`config.mk`:
```
export PLATFORM = sky130hd
export DESIGN_NAME = spi_word_target
export DESIGN_NICKNAME = d
export VERILOG_FILES = /design/src/rtl/spi_word_target.sv
export SDC_FILE = /design/constraint.sdc
export NUM_CORES = 1
export LEC_CHECK = 0
export BUFFER_PORTS_ARGS = -buffer_cell sky130_fd_sc_hd__buf_4
export CAP_MARGIN = 20
export CORE_ASPECT_RATIO = 0.6
export CORE_MARGIN = 3
export CORE_UTILIZATION = 50
export CTS_CLUSTER_DIAMETER = 100
export DETAILED_ROUTE_END_ITERATION = 6
export PLACE_DENSITY = 0.72
export SETUP_SLACK_MARGIN = 0.02
export SYNTH_ARGS = -nofsm -noshare
export SYNTH_HDL_FRONTEND = slang
export SYNTH_SLANG_ARGS = --single-unit
```
`constraint.sdc`:
```
create_clock -name clk -period 3.99 [get_ports clk]
set_clock_uncertainty 0.2 [all_clocks]
set_input_delay 0.399 -clock clk [delete_from_list [all_inputs] [get_ports clk]]
set_output_delay 0.399 -clock clk [all_outputs]
set_load 0.005 [all_outputs]
```
`src/rtl/spi_word_target.sv`:
```
// spi_word_target: SPI mode-0 target decoding cmd/addr/data word transfers onto a word-wide memory port.
// Optional SEQ_BURST_EN: keep streaming words at incrementing addresses while cs_n stays low.
`default_nettype none

module spi_word_target #(
    parameter int         SYNC_STAGES = 2,
    parameter logic [7:0] CMD_READ    = 8'h03,
    parameter logic [7:0] CMD_WRITE   = 8'h02
) (
    input  logic        clk,
    input  logic        rst,
    input  logic        cs_n,
    input  logic        spi_clk,
    input  logic        mosi,
    output logic        miso,
    output logic        miso_oe,
    output logic [15:0] mem_addr,
    output logic        mem_re,
    input  logic [15:0] mem_rdata,
    output logic        mem_we,
    output logic [15:0] mem_wdata,
    output logic        busy
);

    typedef enum logic [2:0] {
        IDLE   = 3'd0,
        CMD    = 3'd1,
        ADDR   = 3'd2,
        RD     = 3'd3,
        WR     = 3'd4,
        IGNORE = 3'd5,
        DONE   = 3'd6
    } state_t;

    state_t                 state;
    logic [SYNC_STAGES-1:0] sclk_sync;
    logic [SYNC_STAGES-1:0] cs_sync;
    logic [SYNC_STAGES-1:0] mosi_sync;
    logic                   sclk_d;
    logic                   cs_d;
    logic [15:0]            shift;
    logic [3:0]             cnt;
    logic                   is_rd;
    logic                   rdata_pending;
    logic                   more;

    // cs_n chain resets low so a select still held across reset is not seen as a new falling edge.
    always_ff @(posedge clk or posedge rst) begin
        if (rst) begin
            sclk_sync <= '0;
            cs_sync   <= '0;
            mosi_sync <= '0;
            sclk_d    <= 1'b0;
            cs_d      <= 1'b0;
        end else begin
            sclk_sync <= {sclk_sync[SYNC_STAGES-2:0], spi_clk};
            cs_sync   <= {cs_sync[SYNC_STAGES-2:0], cs_n};
            mosi_sync <= {mosi_sync[SYNC_STAGES-2:0], mosi};
            sclk_d    <= sclk_sync[SYNC_STAGES-1];
            cs_d      <= cs_sync[SYNC_STAGES-1];
        end
    end

    logic        sclk_s, cs_s, mosi_s;
    logic        sclk_rise, sclk_fall, cs_rise, cs_fall;
    logic [15:0] lsb_in;
    logic [15:0] out_word;

    assign sclk_s    = sclk_sync[SYNC_STAGES-1];
    assign cs_s      = cs_sync[SYNC_STAGES-1];
    assign mosi_s    = mosi_sync[SYNC_STAGES-1];
    assign sclk_rise = sclk_s & ~sclk_d;
    assign sclk_fall = ~sclk_s & sclk_d;
    assign cs_rise   = cs_s & ~cs_d;
    assign cs_fall   = ~cs_s & cs_d;
    assign lsb_in    = {mosi_s, shift[15:1]};
    // Read data may land in the same clk as the first falling edge; forward it directly.
    assign out_word  = rdata_pending ? mem_rdata : shift;

    always_ff @(posedge clk or posedge rst) begin
        if (rst) begin
            state         <= IDLE;
            miso          <= 1'b0;
            miso_oe       <= 1'b0;
            mem_addr      <= 16'h0000;
            mem_re        <= 1'b0;
            mem_we        <= 1'b0;
            mem_wdata     <= 16'h0000;
            busy          <= 1'b0;
            shift         <= 16'h0000;
            cnt           <= 4'd0;
            is_rd         <= 1'b0;
            rdata_pending <= 1'b0;
            more          <= 1'b0;
        end else begin
            mem_re        <= 1'b0;
            mem_we        <= 1'b0;
            rdata_pending <= mem_re;
            case (state)
                IDLE: begin
                    if (cs_fall) begin
                        state <= CMD;
                        cnt   <= 4'd0;
                        busy  <= 1'b1;
                        more  <= 1'b0;
                    end
                end
                CMD: begin
                    if (sclk_rise) begin
                        shift <= {shift[14:0], mosi_s};
                        cnt   <= cnt + 4'd1;
                        if (cnt == 4'd7) begin
                            cnt <= 4'd0;
                            if ({shift[6:0], mosi_s} == CMD_READ) begin
                                is_rd <= 1'b1;
                                state <= ADDR;
                            end else if ({shift[6:0], mosi_s} == CMD_WRITE) begin
                                is_rd <= 1'b0;
                                state <= ADDR;
                            end else begin
                                state <= IGNORE;
                            end
                        end
                    end
                end
                ADDR: begin
                    if (sclk_rise) begin
                        shift <= lsb_in;
                        cnt   <= cnt + 4'd1;
                        if (cnt == 4'd15) begin
                            cnt      <= 4'd0;
                            mem_addr <= lsb_in;
                            if (is_rd) begin
                                mem_re  <= 1'b1;
                                miso_oe <= 1'b1;
                                state   <= RD;
                            end else begin
                                state <= WR;
                            end
                        end
                    end
                end
                RD: begin
                    if (sclk_fall) begin
                        miso  <= out_word[0];
                        shift <= {1'b0, out_word[15:1]};
                    end else if (rdata_pending) begin
                        shift <= mem_rdata;
                    end
                    if (sclk_rise) begin
                        cnt <= cnt + 4'd1;
                        if (cnt == 4'd15) begin
                            cnt <= 4'd0;
`ifdef SEQ_BURST_EN
                            mem_addr <= mem_addr + 16'd1;
                            mem_re   <= 1'b1;
`else
                            miso    <= 1'b0;
                            miso_oe <= 1'b0;
                            state   <= DONE;
`endif
                        end
                    end
                end
                WR: begin
                    if (sclk_rise) begin
                        shift <= lsb_in;
                        cnt   <= cnt + 4'd1;
                        if (cnt == 4'd15) begin
                            cnt       <= 4'd0;
                            mem_wdata <= lsb_in;
                            mem_we    <= 1'b1;
`ifdef SEQ_BURST_EN
                            if (more) begin
                                mem_addr <= mem_addr + 16'd1;
                            end
                            more <= 1'b1;
`else
                            state <= DONE;
`endif
                        end
                    end
                end
                IGNORE, DONE: begin
                    miso    <= 1'b0;
                    miso_oe <= 1'b0;
                end
                default: state <= IDLE;
            endcase
            // Deselect wins over everything except a write completing on the same clk.
            if (cs_rise) begin
                state   <= IDLE;
                busy    <= 1'b0;
                miso    <= 1'b0;
                miso_oe <= 1'b0;
                mem_re  <= 1'b0;
            end
        end
    end

endmodule

`default_nettype wire

```
==> flow_metrics.env <==
export IMPL_power_density_nw_per_um2=557
export IMPL_dieWidth_um=117
export IMPL_coreArea_um2=6940
export IMPL_synth_area_um2=3730
export IMPL_worstSkewPairLatency_ns=0.32
export IMPL_maxCapViolCount=0
export IMPL_postSynthRegisterBits=70
export IMPL_post_cts_resize_count=0
export IMPL_h_tree_depth=3
export IMPL_synth_ff_type="dfrtp_1"
export IMPL_finalWirelength_mm=9.52
export IMPL_io_buffers=57
export IMPL_drc_errors=0
export IMPL_tightest_slew_ns=0.872
export IMPL_grt_pass1_wl_mm=15.6
export IMPL_finalCritPeriodShare_pct=67.4
export IMPL_synth_top_family_by_area="multiplexers"
export IMPL_yosys_area_top_type_share_pct=47.0
export IMPL_clk_path_buf_depth=2
export IMPL_critPathBufInv=0
export IMPL_end_kind="flip-flop"
export IMPL_die_area_um2=8560
export IMPL_cts_buffers=9
export IMPL_vias=2921
export IMPL_grt_use_total_pct=23.4
export IMPL_yosysUniqueCellTypes=51
export IMPL_yosys_warnings=0
export IMPL_critical_path_required_ns=3.99
export IMPL_finalHoldWorstSlack_ns=0.148
export IMPL_synth_edf_count=0
export IMPL_rsz0062_at_grt="false"
export IMPL_cp_slowest_stage_delay_ns=0.71
export IMPL_cts_tree="built"
export IMPL_finalSetupTns_ns=0
export IMPL_syn_nets=347
export IMPL_post_cts_buffers=0
export IMPL_path_max_fanout=20
export IMPL_yosysTopAreaCell="dfrtp_1"
export IMPL_synth_cells=323
export IMPL_finalSetupViolations=0
export IMPL_clkTransAtPathRegs_ns=0.06
export IMPL_start_util_pct=53.7
export IMPL_viasPerCell=6.10
export IMPL_die_y_um=72.9
export IMPL_synth_compound_area_share_pct=17.7
export IMPL_first_iter_violations=287
export IMPL_vdd_drop_max_mv=0.309
export IMPL_cts_sinks=70
export IMPL_cp_start_kind="flip-flop"
export IMPL_synthSimpleGateAreaFrac_pct=8.33
export IMPL_syn_avg_cell_area_um2=11.5
export IMPL_fmaxAchievable_mhz=372
export IMPL_synth_adder_area_share_pct=1.31
export IMPL_wl_per_cell_um=19.9
export IMPL_area_growth_synth_to_final_pct=21.0
export IMPL_maxSlewViolCount=0
export IMPL_path_cells="or3b_1 > nor2_2 > mux2_2"
export IMPL_io_pins=58
export IMPL_placementRows=23
export IMPL_hold_path_class="reg2reg"
export IMPL_drive_gt1_share_pct=31.7
export IMPL_gp_congestion=0.884
export IMPL_synth_area_leaders="dfrtp_1, mux2_2, mux2i_1"
export IMPL_grt_antenna_before_repair=0
export IMPL_ff2ff_setup_slack_ns=1.30
export IMPL_critPathKind="reg2reg"
export IMPL_synthXorXnorAreaFrac_pct=0.235
export IMPL_leakage_nw=2.07
export IMPL_grt_pass1_vias=2831
export IMPL_cp_top_family="simple AND/OR/NAND/NOR gates"
export IMPL_overflow=0
export IMPL_min_period_ns=2.69
export IMPL_async_reset_ff_share_pct=100
export IMPL_nNetsFinal=398
export IMPL_diodes=0
export IMPL_first_pass_iters=6
export IMPL_maxSlewHeadroom_pct=41.8
export IMPL_status="completed"
export IMPL_synth_mux_area_share_pct=20.6
export IMPL_ctsHoldBuffers=4
export IMPL_ant_nets=0
export IMPL_ys_seq_area_share_pct=47.0
export IMPL_cp_arrival_ns=2.69
export IMPL_worst_path_max_delay_cell="nor2_2"
export IMPL_hold_viol=0
export IMPL_grt_max_degree=46
export IMPL_dpl_hpwl_mm=6.67
export IMPL_cts_root_buf="clkbuf_16"
[kinds of logic (layout without fill, tap and decap cells)]
group           count (synthesis)  after routing
fa+ha+maj                       4              4
simple gates                   52             52
xor+xnor                        1              1
mux                            72             72
flops                          70             70
compound gates                 89             89
buf+inv                        35             91
[placed cells by master (no fill, tap or decap), types with 9 or more instances in the layout]
cell	n
a211oi_1	15
mux2i_1	34
a22oi_1	14
o22a_1	13
clkbuf_16	9
dfrtp_1	70
nand2b_1	11
mux2_2	38
a31oi_1	16
buf_4	61
[cell type report]
class                           instances  area [um2]
Clock buffer                           11         233
Sequential cell                        70        1750
Tap cell                              100         125
Clock inverter                          5        60.1
Timing Repair Buffer                   65         498
Inverter                               10        37.5
Multi-Input combinational cell        218        1800
Fill cell                             547        2430
[state kept, by name, summed over array words and instances, names as in the netlist, 2 cells and up]
register,cells
shift,16
cnt,4
mem_wdata,16
mem_addr,16
cs_sync,2
mosi_sync,2
state,3
sclk_sync,2
[per-stage QoR]
| stage | setup slack, ns | total power (W) | instances | util (%) | instance area, um2 |
|---|---|---|---|---|---|
| 3_5_place_dp | 1.35 | 0.00171 | 458 | 60.1 | 4170 |
| 4_1_cts | 1.33 | 0.00250 | 478 | 64.9 | 4500 |
| 3_3_place_gp | 1.42 | 0.00168 | 458 | 60.1 | 4170 |
| 5_1_grt | 1.17 | 0.00266 | 479 | 65.0 | 4510 |
| 2_1_floorplan | 1.62 | 0.00152 | 323 | - | 3730 |
| 6_report | 1.30 | 0.00251 | 479 | 65.0 | 4510 |
[report_power, final]
part           switching (W)  leakage, nW  internal, W
Sequential          0.000227        0.891     0.000806
Combinational       0.000372         1.04     0.000323
Clock               0.000299        0.140     0.000485
Total               0.000897         2.07      0.00162
[worst paths after layout]
kind                                            from                         to  depth (start not counted)
worst max-delay path            state[2]$_DFFE_PP0P_  mem_wdata[10]$_DFFE_PP0P_                          3
worst min-delay path            cs_sync[0]$_DFF_PP0_       cs_sync[1]$_DFF_PP0_                          0
worst max register to register  state[2]$_DFFE_PP0P_  mem_wdata[10]$_DFFE_PP0P_                          3
worst min register to register  cs_sync[0]$_DFF_PP0_       cs_sync[1]$_DFF_PP0_                          0
max in group asynchronous                        rst      shift[14]$_DFFE_PP0P_                          4
min in group asynchronous                        rst   mem_addr[13]$_DFFE_PP0P_                          3
[routing by layer]
metal	track usage [%]	vias up	wire, um
met5	0	-	0
met4	5.72	0	42
met3	6.74	4	823
met2	31.1	139	3670
met1	37.1	1435	4990
li1	-	1343	-
[cell usage after synthesis (2+ instances only)]
cell type,count
dfrtp_1,70
mux2_2,38
mux2i_1,34
a31oi_1,16
a211oi_1,15
a22oi_1,14
buf_2,14
o22a_1,13
nand2b_1,11
inv_1,9
a21oi_1,7
clkbuf_1,6
nand2_1,6
nor2_1,6
buf_6,4
nand3_1,4
nor2b_1,4
nor3_1,4
ha_1,3
o32ai_1,3
a21boi_0,2
a222oi_1,2
and3_1,2
and3b_1,2
nand3b_1,2
nand4_1,2
nor4b_1,2
o21ai_0,2
o21bai_1,2
o221ai_1,2
o22ai_1,2
No activity file was read; power rests on OpenSTA's default activity.
